### config.mk
export PLATFORM = sky130hd
export DESIGN_NAME = ifft8_seq
export DESIGN_NICKNAME = d
export VERILOG_FILES = /design/src/rtl/ifft_pkg.sv /design/src/rtl/ifft_bfly.sv /design/src/rtl/ifft8_seq.sv
export SDC_FILE = /design/constraint.sdc
export NUM_CORES = 2
export LEC_CHECK = 0
export CORE_MARGIN = 2
export CORE_UTILIZATION = 55
export CTS_CLUSTER_DIAMETER = 60
export CTS_CLUSTER_SIZE = 8
export DETAILED_ROUTE_END_ITERATION = 8
export GPL_TIMING_DRIVEN = 0
export PLACE_DENSITY_LB_ADDON = 0.15
export SETUP_SLACK_MARGIN = 0.5
export SYNTH_ARGS = -nofsm -noshare
export SYNTH_HDL_FRONTEND = slang
export SYNTH_SLANG_ARGS = --single-unit
export TNS_END_PERCENT = 5
### constraint.sdc
create_clock -name clk -period 31.1 [get_ports clk]
set_input_delay 4.665 -clock clk [delete_from_list [all_inputs] [get_ports clk]]
set_output_delay 4.665 -clock clk [all_outputs]
set_load 0.02 [all_outputs]
### src/rtl/ifft_pkg.sv
// Shared types, constants and helpers for the 8-point sequential inverse FFT.
// The twiddle table holds conj(W8^t) in Q1.14.
package ifft_pkg;

  localparam int DW   = 16;
  localparam int TW   = 16;
  localparam int SW   = DW + 2;
  localparam int FRAC = 14;

  typedef enum logic [1:0] {
    LOAD    = 2'd0,
    COMPUTE = 2'd1,
    UNLOAD  = 2'd2
  } state_t;

  typedef struct packed {
    logic signed [DW-1:0] re;
    logic signed [DW-1:0] im;
  } cplx_t;

  localparam logic signed [TW-1:0] TW_RE [0:3] = '{16'sd16384, 16'sd11585, 16'sd0, -16'sd11585};
  localparam logic signed [TW-1:0] TW_IM [0:3] = '{16'sd0, 16'sd11585, 16'sd16384, 16'sd11585};

  function automatic logic [2:0] bitrev3(input logic [2:0] n);
    return {n[0], n[1], n[2]};
  endfunction

  // Clamp a widened sum back into DW bits; in range when all dropped bits match the sign.
  function automatic logic signed [DW-1:0] sat(input logic signed [SW-1:0] v);
    if (v[SW-1:DW-1] == {(SW-DW+1){v[SW-1]}})
      return v[DW-1:0];
    return v[SW-1] ? {1'b1, {(DW-1){1'b0}}} : {1'b0, {(DW-1){1'b1}}};
  endfunction

endpackage

### src/rtl/ifft_bfly.sv
// Combinational radix-2 butterfly: p = b*w (Q1.14, truncated), outputs halved
// and saturated so each stage scales by 1/2 and the frame by 1/8.
module ifft_bfly
  import ifft_pkg::*;
(
  input  cplx_t                a,
  input  cplx_t                b,
  input  logic signed [TW-1:0] w_re,
  input  logic signed [TW-1:0] w_im,
  output cplx_t                y_top,
  output cplx_t                y_bot
);

  localparam int PW = DW + TW + 1;

  logic signed [PW-1:0] b_re, b_im, c_re, c_im, prod_re, prod_im;
  logic signed [SW-1:0] a_re, a_im, p_re, p_im;

  assign b_re = {{(PW-DW){b.re[DW-1]}}, b.re};
  assign b_im = {{(PW-DW){b.im[DW-1]}}, b.im};
  assign c_re = {{(PW-TW){w_re[TW-1]}}, w_re};
  assign c_im = {{(PW-TW){w_im[TW-1]}}, w_im};

  assign prod_re = b_re * c_re - b_im * c_im;
  assign prod_im = b_re * c_im + b_im * c_re;

  // |p| stays below ~46341, so keeping SW bits after the shift loses nothing.
  assign p_re = SW'(prod_re >>> FRAC);
  assign p_im = SW'(prod_im >>> FRAC);

  assign a_re = {{(SW-DW){a.re[DW-1]}}, a.re};
  assign a_im = {{(SW-DW){a.im[DW-1]}}, a.im};

  assign y_top = {sat((a_re + p_re) >>> 1), sat((a_im + p_im) >>> 1)};
  assign y_bot = {sat((a_re - p_re) >>> 1), sat((a_im - p_im) >>> 1)};

endmodule

### src/rtl/ifft8_seq.sv
// Sequential 8-point radix-2 DIT inverse FFT: bit-reversed load, 12 in-place
// butterflies (one per cycle), natural-order unload scaled by 1/8.
module ifft8_seq
  import ifft_pkg::*;
(
  input  logic                 clk,
  input  logic                 rst,
  input  logic                 in_valid,
  output logic                 in_ready,
  input  logic signed [DW-1:0] in_re,
  input  logic signed [DW-1:0] in_im,
  output logic                 out_valid,
  input  logic                 out_ready,
  output logic signed [DW-1:0] out_re,
  output logic signed [DW-1:0] out_im,
  output logic                 out_last
);

  state_t      state, state_next;
  logic [3:0]  cnt, cnt_next;
  cplx_t       mem [0:7];
  logic [2:0]  top, bot;
  logic [1:0]  tw_idx;
  cplx_t       y_top, y_bot;

  // NOTE: every signal driven in always_comb gets a default first, so no path infers a latch.
  always_comb begin
    state_next = state;
    cnt_next   = cnt;
    unique case (state)
      LOAD: if (in_valid) begin
        if (cnt == 4'd7) begin
          state_next = COMPUTE;
          cnt_next   = '0;
        end else begin
          cnt_next = cnt + 4'd1;
        end
      end
      COMPUTE: begin
        if (cnt == 4'd11) begin
          state_next = UNLOAD;
          cnt_next   = '0;
        end else begin
          cnt_next = cnt + 4'd1;
        end
      end
      UNLOAD: if (out_ready) begin
        if (cnt == 4'd7) begin
          state_next = LOAD;
          cnt_next   = '0;
        end else begin
          cnt_next = cnt + 4'd1;
        end
      end
      default: begin
        state_next = LOAD;
        cnt_next   = '0;
      end
    endcase
  end

  // NOTE: state registers use non-blocking assignment so every flop samples pre-edge values.
  always_ff @(posedge clk) begin
    if (rst) begin
      state <= LOAD;
      cnt   <= '0;
    end else begin
      state <= state_next;
      cnt   <= cnt_next;
    end
  end

  // In COMPUTE, cnt[3:2] is the stage and cnt[1:0] the butterfly within it.
  always_comb begin
    top    = '0;
    bot    = '0;
    tw_idx = '0;
    unique case (cnt[3:2])
      2'd0: begin
        top = {cnt[1:0], 1'b0};
        bot = {cnt[1:0], 1'b1};
      end
      2'd1: begin
        top    = {cnt[1], 1'b0, cnt[0]};
        bot    = {cnt[1], 1'b1, cnt[0]};
        tw_idx = {cnt[0], 1'b0};
      end
      2'd2: begin
        top    = {1'b0, cnt[1:0]};
        bot    = {1'b1, cnt[1:0]};
        tw_idx = cnt[1:0];
      end
      default: ;
    endcase
  end

  ifft_bfly u_bfly (
    .a     (mem[top]),
    .b     (mem[bot]),
    .w_re  (TW_RE[tw_idx]),
    .w_im  (TW_IM[tw_idx]),
    .y_top (y_top),
    .y_bot (y_bot)
  );

  // NOTE: the sample buffer is deliberately not reset; its contents are rewritten by every load.
  always_ff @(posedge clk) begin
    if (!rst) begin
      if (state == LOAD && in_valid) begin
        mem[bitrev3(cnt[2:0])] <= {in_re, in_im};
      end else if (state == COMPUTE) begin
        mem[top] <= y_top;
        mem[bot] <= y_bot;
      end
    end
  end

  // Buffer and cnt are frozen in UNLOAD while stalled, so outputs hold by construction.
  assign in_ready  = (state == LOAD);
  assign out_valid = (state == UNLOAD);
  assign out_last  = out_valid && (cnt[2:0] == 3'd7);
  assign out_re    = out_valid ? mem[cnt[2:0]].re : '0;
  assign out_im    = out_valid ? mem[cnt[2:0]].im : '0;

endmodule
== After elaboration in Yosys (flattened, before gate mapping) ==
Memory sizes are Yosys's and may differ from the RTL's. A register that Yosys moved wholly into a read port is not among the register bits.
Cells that the tools add are included.

* Flip-flop bits (word level): 6
* RAM bits: 256
* Input bits: 36
* Output and inout bits: 35
* Logic and storage cells: 89
* Memories kept: 1

{| class="wikitable"
|+ Memories
! name !! words !! width !! rd ports !! clocked after Yosys merged registers in !! write ports !! RTL line !! RTL
|-
| mem || 8 || 32 || 3 || 1 || 2 || ifft8_seq.sv:21 || <nowiki>cplx_t mem [0:7];</nowiki>
|}

* Add/subtract/negate cells: 7
* Multipliers: 4
* Magnitude comparators: 1
* Equal/unequal tests: 16
* Mux-type cells: 50
* Bitwise operators: 1
* Reductions and logical operators: 7

{| class="wikitable"
|+ Operator list
! operator !! count
|-
| $mux W16 || 18
|-
| $mul A16 B16 Y32 || 4
|-
| $bmux W16 S2 || 2
|-
| $add A16 B18 Y18 || 2
|-
| $sub A16 B18 Y18 || 2
|-
| $add A32 B32 Y32 || 1
|-
| $mux W32 || 1
|-
| $reduce_or A32 Y1 || 1
|-
| $sub A32 B32 Y32 || 1
|-
| $pmux W3 S3 || 2
|-
| $mux W4 || 4
|-
| $mux W1 || 12
|-
| $pmux W4 S3 || 1
|-
| $mux W2 || 5
|-
| $mux W3 || 3
|-
| $ne A2 B1 Y1 const B || 3
|-
| $pmux W2 S3 || 1
|-
| $reduce_and A5 Y1 || 1
|-
| $add A4 B1 Y4 const B || 1
|-
| $eq A1 B1 Y1 || 4
|-
| $eq A2 B1 Y1 const B || 2
|-
| $eq A2 B2 Y1 const B || 2
|-
| $eq A4 B3 Y1 const B || 1
|-
| $eq A4 B4 Y1 const B || 1
|-
| other kinds (8) || 11
|}

== Longest topological paths before layout ==
* Word-level depth: 13
* Mapped depth: 61
* Mapped depth without buffers: 54

== By module ==
Synthesis repeated with hierarchy kept, for this count alone.

* Cells, all modules: 6435
* Area, all modules: 60630.6 µm²

{| class="wikitable"
|+ By module, submodules not included
! module !! instances !! cells each !! area an instance (µm²) !! seq. area each (µm²)
|-
| ifft_bfly || 1 || 4762 || 43097.6 || 0.0
|-
| ifft8_seq || 1 || 1673 || 17533.1 || 7867.5
|}

== Worst setup path before layout ==
No wires, ideal clock.

* Path type: flip-flop to flip-flop
* Start point: reg cnt[2]
* End point: mem mem[1][19] (netlist name), data pin
* Setup time: 0.146 ns
* Arrival: 13.375 ns
* Required time: 30.954 ns
* Slack: 17.578 ns
* Cell stages (with the launch flop): 57
* Path buffers: 9
* Period minus slack after synthesis: 13.522 ns
* Path through: dfxtp_1 > inv_1 > ha_1 > buf_4 > nor3_1 > or2_1 > buf_2 > buf_1 > buf_1 > clkbuf_1 > clkbuf_1 > buf_1 > nand2_1 > nand3_1 > nand3_1 > nand2_1 > and2_1 > fa_1 > [21 not listed] > xnor2_1 > ha_1 > clkbuf_1 > and2_1 > a221oi_1 > o21ai_0 > a21oi_1 > nor2_1 > o21a_1 > o211a_1 > o31ai_1 > or4b_2 > o311ai_1 > clkbuf_1 > a22o_1 > a21o_1 > nor2_1 > a21oi_1

{| class="wikitable"
|+ RTL lines
! item !! RTL line !! RTL
|-
| start, declared || ifft8_seq.sv:20 || <nowiki>logic [3:0] cnt, cnt_next;</nowiki>
|-
| start signal, assigned || ifft8_seq.sv:69 || <nowiki>cnt <= cnt_next;</nowiki>
|-
| end, declared || ifft8_seq.sv:21 ||
|}

==> run metrics <==
leakage=between 20 and 30 nW; DRC viols=0; Antenna Nets Post-Route=0; Clock Path Buffers=3; clk slew on worst S/H paths=~0.050 ns; cell area power density=63.0 nW/um^2; Tcrit/Tclk final=between 50% and 60%; cell mode on critical path=fa_1; Worst Reg-to-Reg Cells=55; I/O pins=71; Post-synth EDFFs=about 260; clock latency on the worst-skew pair=0.56 ns; Logic pwr share=75.4%; postcts setup bufs=0; clock root buffer=clkbuf_16; critical path startpoint=cnt[2]; crit path to=mem[2][28]; Yosys cell types=94; TNS Setup=0 ns; CTS tree=done; Area Growth Syn to Fin=8.05%; reg2reg end=mem[2][28]; critical path required time=roughly 31 ns; Std-Cell Rows=109; mapped cell area=around 49000 um^2; drt first-iter violations=4343; Post-synth ARST share=0%; Die W=between 300 and 400 um; Synthesis Warnings=0; Sequential Power Share=between 10% and 20%; largest area contributor in the netlist=fa_1; number of port buffers=69; failing checks=capacitance limit, slew limit; Post-Route WL=164 mm; initial antenna violation count=5; Num CTS Buffers=40; WS Path Type=reg -> reg; largest net degree at the start of global routing=32; Post-Place Cell Area=approximately 51000 um^2; Synth Net Count=6138; sw frac=between 50% and 60%; r2r setup slk=~13 ns; Vias=37462; FF+latch count, synth=around 270; nets=~6300; CP max stage delay=between 0.9 and 1 ns; Final HPWL DP=~130 mm; DR top layer=met5; Seq/Total Area, Yosys=between 10% and 20%; Final min period=around 18 ns; Gate Count Post-Synth=approximately 4900; clk_skew=0.0343 ns; grt ovf=0; most used cells in the layout excluding fill and tap cells=inv_1 (1057), fa_1 (692), ha_1 (498), nand2_1 (349), nor2_1 (317); routability congestion estimate from global placement=1.01; Fill cells=7571; layout cell share with drive strength beyond 1=roughly 7.9%; DR WL met3=17.8 mm; first-pass GRT wire length=~240 mm; wl on met1=60.4 mm; Core ar.=~88000 um^2; RSZ-0062 raised after global routing=no; most common cell after layout, fill and taps aside=inv_1; clk sinks=approximately 270; Die H=about 300 um; Fmax=0.0545 GHz; Starting Density=55.3%; Setup crit end kind=flop; internal power=about 1.5 mW; Critical Path AT=roughly 19 ns; transition time of the tightest slew-check pin=~1.5 ns; Tot GR Track Use=36.9%; Placed Instances=between 6000 and 7000; Slew HR=-0.632%; Net Sw Power=between 1.5 and 2 mW; Max Transition Viols Final=21; status=finished, violations left; DR pass1 iterations=9; Syn Area/Cell=between 9 and 10 um^2; largest cells by area after synthesis=fa_1 (28%), edfxtp_1 (16%), ha_1 (13%); WL met2=73.9 mm; Max-cap violations=2; Die ar.=about 90000 um^2; r2r startpoint=cnt[2]; CTS Hold Bufs=0; vias per cell=~6; Hold WC Path Type=reg -> reg; top_reg_cell synth=edfxtp_1; final setup fails=0; slowest CP cell=buf_1; Non-Filler Instances=6226; Resized cells post-CTS=0; clock power share=~13%; startpoint types=flop; Max VDD drop=0.197 mV; final non-filler cell area=~53000 um^2; Final Hold Fails=0; vias in the first global route=38234; maximum fanout along the worst path=10; wire per inst=26.4 um; post-synth top area share=between 20% and 30%; H-tree depth=2
## Yosys cell counts, drive strengths merged, types with 8 or more instances
| cell | number |
|---|---|
| inv | 1057 |
| fa | 692 |
| ha | 498 |
| nand2 | 350 |
| nor2 | 320 |
| edfxtp | 256 |
| a21oi | 240 |
| clkbuf | 158 |
| mux4 | 156 |
| o21ai | 154 |
| xnor2 | 138 |
| nand3 | 122 |
| mux2i | 107 |
| nand2b | 62 |
| and2 | 60 |
| xor2 | 56 |
| buf | 54 |
| mux2 | 44 |
| a21o | 35 |
| nor3 | 33 |
| nor2b | 32 |
| o21bai | 28 |
| or2 | 26 |
| nand4 | 21 |
| a2bb2oi | 14 |
| a31oi | 14 |
| nor4 | 14 |
| o22ai | 13 |
| maj3 | 12 |
| a22oi | 11 |
| o31ai | 11 |
| o21a | 10 |
| and3 | 9 |
| dfxtp | 9 |
| or3 | 9 |
| a211oi | 8 |
## worst max-delay path: cells and delay by family (launching register included)
family / cells / cell delay (ns)
and+or+nand+nor: 10 / 2.67
xor gates and xnor gates: 1 / 0.61
buffers and inverters: 15 / 4.63
adders and majority gates: 11 / 5.06
AOI/OAI and AO/OA: 18 / 4.57
DFF: 1 / 0.52
## power by group through the flow
stage	logic [mW]	clock network (mW)	registers (mW)
after floorplan	1.80	0	0.405
after global placement	2.40	0	0.407
after detailed placement	2.43	0	0.406
after CTS	2.44	0.409	0.400
after global routing	2.66	0.423	0.400
final	2.50	0.416	0.400
## sequential cells by signal (all words and copies together) (netlist names), named ones only
name   flops
cnt        4
state      2
mem      256
## metrics by stage
| stage | util, % | hold slack [ns] | power [mW] | worst slack [ns] |
|---|---|---|---|---|
| 3_5_place_dp | 58.4 | 0.572 | 2.84 | 13.10 |
| 6_report | 59.7 | 0.584 | 3.31 | 12.75 |
| 2_1_floorplan | - | 0.511 | 2.20 | 17.58 |
| 3_3_place_gp | 57.7 | 0.561 | 2.81 | 13.28 |
| 4_1_cts | 59.7 | 0.579 | 3.25 | 13.08 |
| 5_1_grt | 59.7 | 0.618 | 3.48 | 11.95 |
## logic make-up after synthesis
family,after synthesis,synth area share (%)
simple gates,1072,10.0
compound gates,600,8.17
xor+xnor,195,3.66
mux,307,10.5
buf+inv,1271,9.92
fa+ha+maj,1202,41.5
flops,265,16.2
## final cells by class
| cell class | count | area (um^2) | share of cell area, % |
|---|---|---|---|
| inverter | 1059 | 3980 | 7.56 |
| clock buffer | 47 | 1050 | 2.00 |
| buffer | 212 | 853 | 1.62 |
| timing repair buffer | 96 | 1150 | 2.19 |
| antenna | 1 | 2.50 | 0.00476 |
| sequential | 265 | 7870 | 15.0 |
| tap | 1165 | 1460 | 2.77 |
| clock inverter | 5 | 90.1 | 0.171 |
| multi-input combinational | 3376 | 36100 | 68.7 |
## worst min-delay path by stage
stage | start | endpoint | slack, ns | cells past startpoint
after floorplan | cnt[3] | cnt[3] | 0.51 | 2
after global placement | cnt[3] | cnt[3] | 0.56 | 2
after detailed placement | cnt[3] | cnt[3] | 0.57 | 2
after CTS | cnt[3] | cnt[3] | 0.58 | 2
after global routing | cnt[3] | cnt[3] | 0.62 | 2
final | cnt[3] | cnt[3] | 0.58 | 2
## per-layer routing
layer  up-vias  track usage [%]
li1      16207                -
met2      2247             58.1
met5         -                0
met1     18429             47.4
met4         8             21.0
met3       571             7.79
Note: power is estimated with default switching activity, not from simulation.
